`config.mk`:
```
export PLATFORM = sky130hd
export DESIGN_NAME = ble_packet_parser
export DESIGN_NICKNAME = d
export VERILOG_FILES = /design/src/rtl/ble_packet_parser.sv
export SDC_FILE = /design/constraint.sdc
export NUM_CORES = 1
export LEC_CHECK = 0
export ABC_AREA = 1
export ABC_CLOCK_PERIOD_IN_PS = 1500
export CAP_MARGIN = 20
export CORE_UTILIZATION = 50
export DETAILED_ROUTE_END_ITERATION = 10
export PLACE_DENSITY = 0.75
export SYNTH_ARGS = -nofsm -noshare
export SYNTH_HDL_FRONTEND = slang
export SYNTH_SLANG_ARGS = --single-unit
```
`constraint.sdc`:
```
create_clock -name clk_in -period 1.5 [get_ports clk_in]
set_input_delay 0.225 -clock clk_in [delete_from_list [all_inputs] [get_ports clk_in]]
set_output_delay 0.225 -clock clk_in [all_outputs]
set_load 0.02 [all_outputs]
```
`src/rtl/ble_packet_parser.sv`:
```
// Decodes "!B<id><0|1><chk>" BLE controller button packets from the UART byte
// stream into checksum-verified button events and a held-button register.
module ble_packet_parser #(
  parameter int TIMEOUT_CYCLES = 742500,
  parameter int CNT_W          = 20
) (
  input  logic       clk_in,
  input  logic       rst_in,
  input  logic [7:0] data_in,
  input  logic       valid_in,
  output logic       evt_valid_out,
  output logic [2:0] evt_id_out,
  output logic       evt_pressed_out,
  output logic [7:0] buttons_out,
  output logic [7:0] err_count_out,
  output logic       busy_out
);

  typedef enum logic [2:0] {
    S_IDLE,
    S_BANG,
    S_TYPE,
    S_ID,
    S_PRESS
  } state_t;

  localparam logic [CNT_W-1:0] TIMEOUT_LAST = CNT_W'(TIMEOUT_CYCLES - 1);

  state_t           state, state_next;
  logic [7:0]       acc, acc_next;
  logic [2:0]       id_q, id_next;
  logic             pressed_q, pressed_next;
  logic [CNT_W-1:0] cnt;
  logic             accept, reject, timeout;

  // An incoming byte always takes priority over the idle-timeout abort.
  always_comb begin
    state_next   = state;
    acc_next     = acc;
    id_next      = id_q;
    pressed_next = pressed_q;
    accept       = 1'b0;
    reject       = 1'b0;
    timeout      = (state != S_IDLE) && !valid_in && (cnt == TIMEOUT_LAST);

    if (valid_in) begin
      case (state)
        S_IDLE: begin
          if (data_in == 8'h21) begin
            state_next = S_BANG;
            acc_next   = 8'h21;
          end
        end
        S_BANG: begin
          if (data_in == 8'h42) begin
            state_next = S_TYPE;
            acc_next   = acc + data_in;
          end else if (data_in == 8'h21) begin
            acc_next = 8'h21;
          end else begin
            state_next = S_IDLE;
          end
        end
        S_TYPE: begin
          if (data_in >= 8'h31 && data_in <= 8'h38) begin
            state_next = S_ID;
            // Low bits of '1'..'8' are 1..7,0, so subtracting one yields 0..7.
            id_next    = data_in[2:0] - 3'd1;
            acc_next   = acc + data_in;
          end else begin
            state_next = S_IDLE;
            reject     = 1'b1;
          end
        end
        S_ID: begin
          if (data_in == 8'h30 || data_in == 8'h31) begin
            state_next   = S_PRESS;
            pressed_next = data_in[0];
            acc_next     = acc + data_in;
          end else begin
            state_next = S_IDLE;
            reject     = 1'b1;
          end
        end
        S_PRESS: begin
          state_next = S_IDLE;
          if (data_in == ~acc) accept = 1'b1;
          else                 reject = 1'b1;
        end
        default: state_next = S_IDLE;
      endcase
    end else if (timeout) begin
      state_next = S_IDLE;
      reject     = 1'b1;
    end
  end

  always_ff @(posedge clk_in or negedge rst_in) begin
    if (!rst_in) begin
      state           <= S_IDLE;
      acc             <= 8'h00;
      id_q            <= 3'd0;
      pressed_q       <= 1'b0;
      cnt             <= '0;
      evt_valid_out   <= 1'b0;
      evt_id_out      <= 3'd0;
      evt_pressed_out <= 1'b0;
      buttons_out     <= 8'h00;
      err_count_out   <= 8'h00;
      busy_out        <= 1'b0;
    end else begin
      state     <= state_next;
      acc       <= acc_next;
      id_q      <= id_next;
      pressed_q <= pressed_next;
      busy_out  <= (state_next != S_IDLE);

      if (valid_in || timeout)  cnt <= '0;
      else if (state != S_IDLE) cnt <= cnt + 1'b1;

      evt_valid_out <= accept;
      if (accept) begin
        evt_id_out        <= id_q;
        evt_pressed_out   <= pressed_q;
        buttons_out[id_q] <= pressed_q;
      end

      if (reject && err_count_out != 8'hFF) err_count_out <= err_count_out + 8'd1;
    end
  end

endmodule

```
==> results.cfg <==
[run_status]
status = finished, violations left
violations = setup timing

[global_routing]
grt_overflow = 0
track_usage_pct = 23.7
grt_pass1_wl_um = 13700
grt_max_degree = 58
grt_pass1_vias = 3221
antenna_found_initial = 0

[synth]
syn_area_mm2 = 0.00345
synth_common_cells = 117 x nand2_1, 57 x dfrtp_1, 48 x inv_1
synth_enable_flop_cells = 0
yosys_warnings = 0
ys_ff_latch = 57
yosys.area.top_type = dfrtp_1
synth_cell_types = 39
synth_most_common_cell = nand2_1
seq_area_frac_synth_pct = 41.3
synth_ff_type = dfrtp_1
synthCells = 439
synthArstFlopShare_pct = 100
synth_top_cell_area_share_pct = 41.3
syn-num-nets = 464
avgSynthCellArea_um2 = 7.86
yosys-top-cells-area = dfrtp_1 41%, nand2_1 13%, inv_1 5.2%

[clock_tree]
tritoncts = yes
clk_path_buf_depth = 2
cts_root_buf = clkbuf_8
cts.sinks = 57
htreeDepth = 3
clk_pin_slew_ns = 0.07
clk_latency_ns = 0.33
numCtsBuffers = 9

[worst_setup_path]
crit_fanout = 6
cp.required_ns = 1.70
r2r_cells = 10
timing.rr.start = acc[6]
slowest_delay_ns = 0.42
end_kind = flip-flop
cp_top_family = simple AND/OR/NAND/NOR gates
start_kind = flip-flop
crit_type = reg -> reg
rrSetupSlack_ns = -0.25
cp_num_buf_inv = 3
critical-path-slowest-cell = dfrtp_1
critPathArrivalTime_ns = 1.95
crit_top_cell = nor2_4
crit_start = acc[6]
cp.depth = 10
crit_chain = ha_4 -> nand2_4 -> nor2_4 -> nand3_4 -> nor2_4 -> buf_4 -> buf_6 -> inv_4 -> nand2_1 -> o21ai_0
critPathCapture = evt_id_out[1]
r2r-end = evt_id_out[1]

[detailed_routing]
routed_wl_um = 8460
vias = 3271
via_per_inst = 5.25
wire_per_inst_um = 13.6
postRouteAntennaNets = 0
dr.first_iter.drc_count = 148
firstDrtPassIters = 4
drc = 0

[pwr]
powerDensity_mw_per_mm2 = 748
cellLeakagePower_nw = 2.43
peakVddDrop_v = 0.000464

[die]
fp.dieH_um = 85.1
num_rows = 29
dieArea_mm2 = 0.00724
fp.coreArea_mm2 = 0.00649
ios = 33
fp.dieW_um = 85.1
start_util_pct = 53.1

[sta]
fin_crit_ns = 1.75
rsz0062_at_grt = yes
period_share_pct = 117
finalClockSkew_ns = 0.0118
layout_setup_ws_ns = -0.251
tightest_slew_ns = 0.314
max_freq_mhz = 571
finalSetupViolCount = 46
hold_viol_final = 0
drv_slew = 0
slew_headroom_pct = 79.1

[job]
drv_cap = 0

[placement]
dp_hpwl_um = 5490
port_buffers = 32
gp_congestion = 0.870
pre_cts_slack_ns = -0.669

[worst_hold_path]
hold_path.class = in -> reg

[final_layout]
antenna_cells = 0
utilization_pct = 76.1
nFillCells = 436
nNetsFinal = 567
layout-drive-gt1-share_pct = 33.9
syn_to_final_growth_pct = 43.3
-- area by class of cell --
class / count / area, um2 / area share (%)
tap: 77 / 96.3 / 1.95
timing repair buffer: 92 / 793 / 16.0
multi-input combinational: 323 / 2190 / 44.4
clock buffer: 12 / 155 / 3.14
sequential: 57 / 1430 / 28.9
clock inverter: 3 / 40.0 / 0.810
inverter: 59 / 234 / 4.73
-- flip-flops by register name (all words and copies together), names as in the netlist --
name / flops
cnt: 20
acc: 8
buttons_out: 8
err_count_out: 8
evt_id_out: 3
id_q: 3
state: 3
busy_out: 1
evt_pressed_out: 1
evt_valid_out: 1
pressed_q: 1
-- power by group --
group | internal, mW | switching [mW] | total (mW)
Clock | 0.845 | 0.623 | 1.47
Combinational | 0.306 | 0.330 | 0.636
Sequential | 1.57 | 0.0287 | 1.59
Total | 2.72 | 0.981 | 3.70
-- layout by cell type (no fill, tap or decap), types with 4 or more instances in the layout --
cell type	n
nor2_4	19
inv_2	11
clkbuf_8	11
xor2_1	8
clkdlybuf4s50_1	4
buf_6	4
o21ai_1	7
o21ai_0	12
nand3_2	8
dlygate4sd2_1	25
nand3_4	4
buf_4	52
nand2_4	11
nand2_2	10
nor2_1	28
nor2_2	16
nand2_1	104
a21oi_1	5
ha_1	5
ha_4	8
nand3_1	27
xnor2_1	6
o21a_1	9
nor3_1	5
dfrtp_1	54
inv_1	43
nand4_1	9
-- what timing repair did --
item	CTS	global route
endpoints found under the setup margin	57	54
setup buffers	5	8
hold buffers	1	0
gates cloned	1	1
resized for setup	62	64
pin swaps	20	20
hold endpoints to repair	57	0
-- worst register-to-register path, stage by stage (launching register included) --
cell	delay (ns)
dfrtp_1	0.42
ha_4	0.30
nand2_4	0.06
nor2_4	0.14
nand3_4	0.11
nor2_4	0.18
buf_4	0.14
buf_6	0.10
inv_4	0.04
nand2_1	0.06
o21ai_0	0.08
-- through the flow --
stage          power, mW  instances  TNS (ns)  area, um2  hold WS (ns)
2_1_floorplan       1.90        439     -1.17       3510       -0.0706
3_3_place_gp        2.13        592    -23.27       4260         0.253
3_5_place_dp        2.14        592    -24.32       4260         0.250
4_1_cts             3.64        614     -3.54       4650         0.286
5_1_grt             3.85        623     -8.86       4940         0.296
6_report            3.70        623     -4.98       4940         0.290
-- layer usage --
layer  GRT usage [%]  part of all wire (%)
met1            28.2                    42
met2            43.0                    53
met3            4.28                   3.4
met4            8.32                   1.6
met5               0                     0
-- logic make-up (layout without fill, tap and decap cells) --
family	Yosys count	in the layout	synth area share, %
DFF	57	57	41.3
adders and majority gates	14	14	5.29
and+or+nand+nor	251	252	35.5
xor gates and xnor gates	14	14	3.55
buffers and inverters	60	166	6.82
AOI/OAI and AO/OA	43	43	7.54
-- how the worst min path moves through the flow --
stage,from,end,slack [ns],depth (start not counted)
after global placement,rst_in,buttons_out[5],0.25,2
after global routing,data_in[0],id_q[0],0.30,2
final,data_in[0],id_q[0],0.29,2
after CTS,data_in[0],id_q[0],0.29,2
after floorplan,rst_in,acc[0],-0.07,0
after detailed placement,rst_in,buttons_out[4],0.25,2
Power figures use the tool's default switching activity.
